==> src/rtl/float_fixed_pkg.sv <==
// Shared types and constants for the float <-> fixed JRT call blocks.
package float_fixed_pkg;

  typedef enum logic [2:0] {
    S_IDLE,
    S_DECODE,
    S_SHIFT,
    S_PACK,
    S_DONE
  } state_t;

  typedef enum logic [1:0] {
    C_ZERO,
    C_NORM,
    C_INF,
    C_NAN
  } cls_t;

  localparam int          FLT_BIAS    = 127;
  localparam int          FLT_MANT_W  = 23;
  localparam int          FLT_EXP_MAX = 255;
  localparam logic [31:0] FIX_MAX     = 32'h7FFF_FFFF;
  localparam logic [31:0] FIX_MIN     = 32'h8000_0000;

  // Denormals are folded into ZERO: their magnitude is below any representable LSB.
  function automatic cls_t classify(input logic [7:0] exp, input logic [22:0] mant);
    if (exp == 8'd0)                      return C_ZERO;
    if (exp == 8'(FLT_EXP_MAX) && mant == '0) return C_INF;
    if (exp == 8'(FLT_EXP_MAX))           return C_NAN;
    return C_NORM;
  endfunction

endpackage

==> src/rtl/floattofixed_jrt_if.sv <==
// run req/busy/return call interface with ce gating.
interface floattofixed_jrt_if;
  logic        ce;
  logic        i_run_req;
  logic [31:0] i_run_input_a_0;
  logic        o_run_busy;
  logic [31:0] o_run_return;

  modport master (output ce, i_run_req, i_run_input_a_0, input o_run_busy, o_run_return);
  modport slave  (input ce, i_run_req, i_run_input_a_0, output o_run_busy, o_run_return);
endinterface

==> src/rtl/float_to_fixed_core.sv <==
// Registered DECODE/SHIFT datapath; fix is the PACK-stage result, valid while state==S_PACK.
module float_to_fixed_core
  import float_fixed_pkg::*;
#(
  parameter int FRAC_BITS = 0
) (
  input  logic        clock,
  input  logic        reset_n,
  input  logic        advance,
  input  state_t      state,
  input  logic [31:0] operand,
  output logic [31:0] fix
);

  localparam logic signed [9:0] SH_OFS = 10'(FRAC_BITS - FLT_BIAS - FLT_MANT_W);

  logic               sign_q;
  cls_t               cls_q;
  logic signed [9:0]  sh_q;
  logic [22:0]        mant_q;
  logic [55:0]        mag_q;
  logic               ovf_q;

  logic signed [9:0]  sh_d;
  logic [9:0]         nsh;
  logic [23:0]        sig;
  logic [55:0]        mag_d;
  logic               ovf_d;

  assign sh_d = $signed({2'b00, operand[30:23]}) + SH_OFS;
  assign sig  = {1'b1, mant_q};
  assign nsh  = 10'(-sh_q);

  always_comb begin
    mag_d = '0;
    ovf_d = 1'b0;
    if (!sh_q[9]) begin
      ovf_d = (sh_q > 10'sd31);
      mag_d = {32'b0, sig} << sh_q[4:0];
    end else if (nsh < 10'd24) begin
      mag_d = {32'b0, sig} >> nsh[4:0];
    end
  end

  always_ff @(posedge clock or negedge reset_n) begin
    if (!reset_n) begin
      sign_q <= 1'b0;
      cls_q  <= C_ZERO;
      sh_q   <= '0;
      mant_q <= '0;
      mag_q  <= '0;
      ovf_q  <= 1'b0;
    end else if (advance) begin
      if (state == S_DECODE) begin
        sign_q <= operand[31];
        cls_q  <= classify(operand[30:23], operand[22:0]);
        sh_q   <= sh_d;
        mant_q <= operand[22:0];
      end
      if (state == S_SHIFT) begin
        mag_q <= mag_d;
        ovf_q <= ovf_d;
      end
    end
  end

  // -2^31 is exactly representable, so the negative bound is one larger.
  always_comb begin
    fix = '0;
    unique case (cls_q)
      C_ZERO, C_NAN: fix = '0;
      C_INF:         fix = sign_q ? FIX_MIN : FIX_MAX;
      C_NORM: begin
        if (!sign_q)
          fix = (ovf_q || mag_q > 56'h7FFF_FFFF) ? FIX_MAX : mag_q[31:0];
        else
          fix = (ovf_q || mag_q > 56'h8000_0000) ? FIX_MIN : 32'(-mag_q[31:0]);
      end
    endcase
  end

endmodule

==> src/rtl/floattofixed_jrt.sv <==
// Float-to-fixed JRT call wrapper: handshake FSM, operand latch and return register.
module floattofixed_jrt
  import float_fixed_pkg::*;
#(
  parameter int FRAC_BITS = 0
) (
  input  logic              clock,
  input  logic              reset_n,
  floattofixed_jrt_if.slave run
);

  state_t      state;
  logic [31:0] operand;
  logic        busy;
  logic [31:0] ret;
  logic [31:0] fix;

  assign run.o_run_busy   = busy;
  assign run.o_run_return = ret;

  float_to_fixed_core #(.FRAC_BITS(FRAC_BITS)) u_core (
    .clock   (clock),
    .reset_n (reset_n),
    .advance (run.ce),
    .state   (state),
    .operand (operand),
    .fix     (fix)
  );

  always_ff @(posedge clock or negedge reset_n) begin
    if (!reset_n) begin
      state   <= S_IDLE;
      operand <= '0;
      busy    <= 1'b0;
      ret     <= '0;
    end else if (run.ce) begin
      unique case (state)
        S_IDLE: begin
          if (run.i_run_req) begin
            operand <= run.i_run_input_a_0;
            busy    <= 1'b1;
            state   <= S_DECODE;
          end else begin
            busy <= 1'b0;
          end
        end
        S_DECODE: state <= S_SHIFT;
        S_SHIFT:  state <= S_PACK;
        S_PACK: begin
          ret   <= fix;
          state <= S_DONE;
        end
        S_DONE: begin
          busy  <= 1'b0;
          state <= S_IDLE;
        end
        default: state <= S_IDLE;
      endcase
    end
  end

endmodule
==> src/flat_wrapper.sv <==
// flat-port wrapper written by rule: the top's interface ports become plain ports
module floattofixed_jrt_flat import float_fixed_pkg::*;
#(
  parameter int FRAC_BITS = 0
)
  (clock, reset_n, run_ce, run_i_run_req, run_i_run_input_a_0, run_o_run_busy, run_o_run_return);
  floattofixed_jrt_if run_i ();
  input  logic clock;
  input  logic reset_n;
  input wire logic [$bits(run_i.ce)-1:0] run_ce;
  input wire logic [$bits(run_i.i_run_req)-1:0] run_i_run_req;
  input wire logic [$bits(run_i.i_run_input_a_0)-1:0] run_i_run_input_a_0;
  output wire logic [$bits(run_i.o_run_busy)-1:0] run_o_run_busy;
  output wire logic [$bits(run_i.o_run_return)-1:0] run_o_run_return;
  assign run_i.ce = run_ce;
  assign run_i.i_run_req = run_i_run_req;
  assign run_i.i_run_input_a_0 = run_i_run_input_a_0;
  assign run_o_run_busy = run_i.o_run_busy;
  assign run_o_run_return = run_i.o_run_return;
  floattofixed_jrt #(.FRAC_BITS(FRAC_BITS)) u_core (.clock(clock), .reset_n(reset_n), .run(run_i));
endmodule
==> config.mk <==
export PLATFORM = sky130hd
export DESIGN_NAME = floattofixed_jrt_flat
export DESIGN_NICKNAME = d
export VERILOG_FILES = /design/src/rtl/float_fixed_pkg.sv /design/src/rtl/floattofixed_jrt_if.sv /design/src/rtl/float_to_fixed_core.sv /design/src/rtl/floattofixed_jrt.sv /design/src/flat_wrapper.sv
export SDC_FILE = /design/constraint.sdc
export NUM_CORES = 1
export LEC_CHECK = 0
export ABC_CLOCK_PERIOD_IN_PS = 4600
export CAP_MARGIN = 15
export CORE_MARGIN = 2
export CORE_UTILIZATION = 60
export DETAILED_ROUTE_END_ITERATION = 6
export GPL_TIMING_DRIVEN = 0
export PLACE_DENSITY = 0.78
export SYNTH_ARGS = -nofsm -noshare
export SYNTH_HDL_FRONTEND = slang
export SYNTH_SLANG_ARGS = --single-unit
==> constraint.sdc <==
create_clock -name clock -period 4.6 [get_ports clock]
set_input_delay 0.92 -clock clock [delete_from_list [all_inputs] [get_ports clock]]
set_output_delay 0.92 -clock clock [all_outputs]
set_load 0.01 [all_outputs]
==> impl_metrics.toml, run 1 <==
[final_layout]
stdcell_count = 1387
design_area_um2 = 11500
n_antenna_cell = 0
fin_util_pct = 71.6
drive_gt1_share_pct = 10.6
syn_to_final_growth_pct = 16.0
fin_nets = 1204
fillers = 1285

[synthesis]
ys_seq_area_share_pct = 40.5
synth_edf_count = 0
synthDistinctLibCells = 82
synth_top_flop_cell = "dfrtp_1"
synthArstFlopShare_pct = 100
ys_warn_count = 0
synth.area.top_cells = "dfrtp_1 41%, nand2_1 6.8%, mux2i_1 6.6%"
synth_xor_area_share_pct = 0.621
synthAdderAreaFrac_pct = 0.887
synth_top_cell_area_share_pct = 40.5
synthCells = 1072
synth_top_area_cell = "dfrtp_1"
synth_top_family_by_area = "compound AO/OA/AOI/OAI gates"
synth_nets = 1115
avgSynthCellArea_um2 = 9.22
yosys.area_share.simple_pct = 16.7
synth_compound_area_share_pct = 19.8
synth_area_um2 = 9880
synthMuxAreaShare_pct = 17.7
synth_common_cells = "179 x nand2_1, 160 x dfrtp_1, 77 x a21oi_1"
synth_most_common_cell = "nand2_1"
ys_seq_elements = 160

[floorplan]
die_width_um = 132
design.core.area_um2 = 16000
die_area_um2 = 17500
die_h_um = 132
row_count = 46
io_pins = 69
initial_core_util_pct = 61.7

[worst_setup_path]
timing.critical_path.from_type = "register"
path_class = "register to register"
critPathMaxStageDelay_ns = 0.49
crit_fanout = 10
worst_path_most_repeated_cell = "clkbuf_1"
crit_path_end_kind = "register"
critical_path_required_ns = 4.89
cp_num_buf_inv = 7
cp_cell_sequence = "clkbuf_1 > buf_1 > inv_1 > buf_1 > ha_1 > clkbuf_1 > inv_1 > clkbuf_1 > mux2i_1 > a21oi_1 > a222oi_1 > o21ai_1"
crit_slowest_cell = "mux2i_1"
critPathTopFamily = "buffers and inverters"
arrival_ns = 4.45

[detailed_routing]
ant_nets = 0
wl_per_cell_um = 21.7
drt_iter0_drc = 808
dr.pass1.iters = 5
vias = 9094
viasPerCell = 6.56
drc = 0
wl_mm = 30.1

[timing]
report.final.setup_viol = 0
rsz0062_at_grt = "false"
fin_crit_ns = 4.15
timing.final.hold_violations = 0
fmax_mhz = 241
fin_hold_ws_ns = 0.484
tightest_slew_ns = 1.06
relSlewSlack_pct = 28.9
slew_violations = 0
post-route-period-util_pct = 90.3
fin_skew_ns = 0.00519

[global_routing]
grt_pass1_vias = 8855
grt_max_degree = 90
antenna_found_initial = 0
gr-usage-all-layers_pct = 35.0
grt_overflow = 0
grt_pass1_wl_mm = 48.2

[clocking]
cts_buffer_depth = 2
cts.sinks = 160
cts_tree = "yes"
cts-htree-levels = 4
clk_latency_ns = 0.43
cts_hold_buf = 0
ctsResizeCount = 0
clock-root-buffer = "clkbuf_16"
clk_pin_slew_ns = 0.06
cts_made_buffers = 17
postCtsSetupRepairBufs = 0

[run_status]
status = "finished clean"

[placement]
dp.cells = 1358
dp_hpwl_mm = 22.8
port-buffer-count = 68
finalWeightedCongestion = 0.971
dpl_cell_area_um2 = 10900

[hold_path]
hold_path.class = "register to register"

[flow_run]
max_cap_viol_count = 0
## cells by family after synthesis
kind of cell             count (synthesis)
AND/OR/NAND/NOR                        353
multiplexers                           140
buffers and inverters                   95
adder cells (fa/ha/maj)                  7
XOR/XNOR                                 7
flip-flops                             160
AO/OA/AOI/OAI                          310
## worst paths after layout
| check | end | cells past startpoint | from | slack [ns] |
|---|---|---|---|---|
| worst max-delay path | u_core.u_core.mag_q[0] | 12 | u_core.u_core.sh_q[2] | 0.45 |
| worst min register to register | u_core.u_core.mant_q[14] | 2 | u_core.operand[14] | 0.48 |
| min in group asynchronous | u_core.run.o_run_return[28] | 1 | reset_n | 0.51 |
| max in group asynchronous | u_core.u_core.mant_q[2] | 2 | reset_n | 3.23 |
| worst min-delay path | u_core.u_core.mant_q[14] | 2 | u_core.operand[14] | 0.48 |
| worst max register to register | u_core.u_core.mag_q[0] | 12 | u_core.u_core.sh_q[2] | 0.45 |
## metal layers
layer	global-route usage, %	share of wire, %	up-vias
met2	59.6	49	498
met3	4.61	6.3	112
li1	-	-	4176
met1	43.5	39	4308
met5	0	0	-
met4	18.6	5.4	0
## flip-flops by register name (all words and copies together) (netlist names), 2 cells and up
register,flops
u_core.operand,32
u_core.run.o_run_return,32
u_core.state,3
u_core.u_core.cls_q,2
u_core.u_core.mag_q,55
u_core.u_core.mant_q,23
u_core.u_core.sh_q,10
## worst register-to-register path, delay by kind of cell (launching register included)
family | cells | cell delay, ns
AOI/OAI and AO/OA | 3 | 0.56
muxes | 1 | 0.49
adders and majority gates | 1 | 0.39
buffers and inverters | 7 | 2.24
DFF | 1 | 0.33
## area by class of cell
cell class	count	area, um2	share of cell area, %
clock inverter	8	131	1.15
tap	216	270	2.36
buffer	78	313	2.73
sequential	160	4000	34.9
multi-input combinational	817	5500	48.0
inverter	17	63.8	0.557
timing repair buffer	70	714	6.24
clock buffer	21	460	4.02
## metrics by stage
step / TNS, ns / setup slack [ns]
floorplan: 0 / 1.47
global placement: -568.26 / -3.57
detailed placement: 0 / 0.645
CTS: 0 / 0.513
global route: 0 / 0.277
finish: 0 / 0.448
## placed cells by master, fill, tap and decap left out, types with 21 or more instances in the layout
cell               n
mux2_2            47
nand2_1          179
nor2_1            60
a21oi_1           77
o21ai_1           52
clkbuf_1          60
nor4_1            21
clkdlybuf4s50_1   67
o21ai_0           46
mux2i_1           65
dfrtp_1          160
Power of run 1 is not shown: default switching activity piles up to over one toggle a cycle in this logic, so the estimate is an artifact.
==> inputs of run 2 (changes only) <==
--- a/config.mk
+++ b/config.mk
@@ -12,6 +12,7 @@
 export DETAILED_ROUTE_END_ITERATION = 6
 export GPL_TIMING_DRIVEN = 0
 export PLACE_DENSITY = 0.78
+export SLEW_MARGIN = 10
 export SYNTH_ARGS = -nofsm -noshare
 export SYNTH_HDL_FRONTEND = slang
 export SYNTH_SLANG_ARGS = --single-unit
==> run 2 against run 1 <==
  * Utilization is essentially flat
  * Critical path depth is the same
  * Wire length shrank 0.78%
  * Hold slack lost 0.068 ns
  * Critical path type unchanged
  * Largest cell class unchanged
  * Highest routed layer is now met5
==> impl_metrics.toml, run 2 (synthesis gave the netlist of run 1 again) <==
[run_status]
status = "finished clean"

[timing]
fin_hold_ws_ns = 0.417
slew_violations = 0
timing.final.hold_violations = 0
report.final.setup_viol = 0
rsz0062_at_grt = "false"
relSlewSlack_pct = 26.8
setup_tns_ns = 0
tightest_slew_ns = 1.09
fin_skew_ns = 0.0108
fmax_mhz = 246
fin_crit_ns = 4.07
post-route-period-util_pct = 88.4

[placement]
port-buffer-count = 68
dp.cells = 1357
dp_hpwl_mm = 22.9
finalWeightedCongestion = 0.971

[clocking]
ctsResizeCount = 0
cts_tree = "yes"
clk_pin_slew_ns = 0.07
clock-root-buffer = "clkbuf_16"
postCtsSetupRepairBufs = 0
cts_hold_buf = 0
cts.sinks = 160
cts-htree-levels = 4
cts_made_buffers = 17
cts_buffer_depth = 2
clk_latency_ns = 0.44

[detailed_routing]
viasPerCell = 6.55
ant_nets = 0
drc = 0
wl_mm = 29.9
vias = 9099
dr.pass1.iters = 5
wl_per_cell_um = 21.5
drt_iter0_drc = 739

[worst_setup_path]
reg2reg_to = "u_core.u_core.mag_q[0]"
cp_num_buf_inv = 7
crit_slowest_cell = "mux2i_1"
timing.critical_path.from_type = "register"
worst_r2r_startpoint = "u_core.u_core.sh_q[2]"
crit_fanout = 10
cp_cell_sequence = "clkbuf_1 > buf_1 > inv_1 > buf_1 > ha_1 > clkbuf_1 > inv_1 > clkbuf_1 > mux2i_1 > a21oi_1 > a222oi_1 > o21ai_1"
r2r_setup_slack_ns = 0.53
reg2reg_depth = 12
crit_path_end_kind = "register"
arrival_ns = 4.37
critical_path_required_ns = 4.91
critPathMaxStageDelay_ns = 0.46
critPathTopFamily = "buffers and inverters"
worst_path_most_repeated_cell = "clkbuf_1"
path_class = "register to register"

[floorplan]
initial_core_util_pct = 61.7
die_width_um = 132
die_area_um2 = 17500
design.core.area_um2 = 16000
die_h_um = 132
row_count = 46
io_pins = 69

[global_routing]
grt_max_degree = 90
gr-usage-all-layers_pct = 35.0
antenna_found_initial = 2
grt_pass1_wl_mm = 48.0
grt_overflow = 0
grt_pass1_vias = 8769

[final_layout]
layout_commonest_cell = "nand2_1"
fin_util_pct = 71.6
syn_to_final_growth_pct = 16.0
stdcell_count = 1389
largest_reg_flops = 55
final_cell_mix = "179 x nand2_1, 160 x dfrtp_1, 77 x a21oi_1"
fillers = 1265
n_antenna_cell = 0
fin_nets = 1203
drive_gt1_share_pct = 11.0
top_register = "u_core.u_core.mag_q"

[hold_path]
hold_path.class = "input pin to asynchronous set/reset pin"

[flow_run]
max_cap_viol_count = 0
==> run 2: final cells by class <==
cell class                 instances  area (um2)  area share (%)
timing repair buffer              69         713            6.22
sequential                       160        4000            34.9
clock inverter                    13         138            1.20
tap                              216         270            2.36
inverter                          17        63.8           0.557
clock buffer                      19         453            3.95
multi-input combinational        817        5510            48.0
buffer                            78         313            2.73
==> run 2: how the worst max path moves through the flow <==
stage	from	end	slack, ns	cells past startpoint
6_report	u_core.u_core.sh_q[2]	u_core.u_core.mag_q[0]	0.53	12
5_1_grt	u_core.u_core.sh_q[2]	u_core.u_core.mag_q[0]	0.33	12
4_1_cts	u_core.u_core.sh_q[2]	u_core.u_core.mag_q[0]	0.60	12
2_1_floorplan	u_core.u_core.sh_q[1]	u_core.u_core.mag_q[0]	1.47	14
3_5_place_dp	u_core.u_core.sh_q[2]	u_core.u_core.mag_q[0]	0.65	12
3_3_place_gp	reset_n	u_core.operand[4]	-3.57	1
==> run 2: metrics by stage <==
stage	setup slack, ns	instance area [um2]
floorplan	1.47	9880
finish	0.533	11500
detailed placement	0.646	10900
global placement	-3.57	10800
global route	0.332	11500
CTS	0.602	11500
==> run 2: layer usage <==
metal	up-vias	routed length [um]	part of all wire, %	GRT usage, %
met5	-	28	0.094	0
met4	4	1610	5.4	18.7
met3	127	2020	6.8	5.81
met2	468	14600	49	59.3
met1	4329	11600	39	43.0
li1	4171	-	-	-
==> run 2: worst register-to-register path, stage by stage (launching register included) <==
cell,delay (ns)
dfrtp_1,0.32
clkbuf_1,0.39
buf_1,0.42
inv_1,0.24
buf_1,0.37
ha_1,0.38
clkbuf_1,0.23
inv_1,0.13
clkbuf_1,0.44
mux2i_1,0.46
a21oi_1,0.15
a222oi_1,0.27
o21ai_1,0.12
Power of run 2 is left out for the same reason.
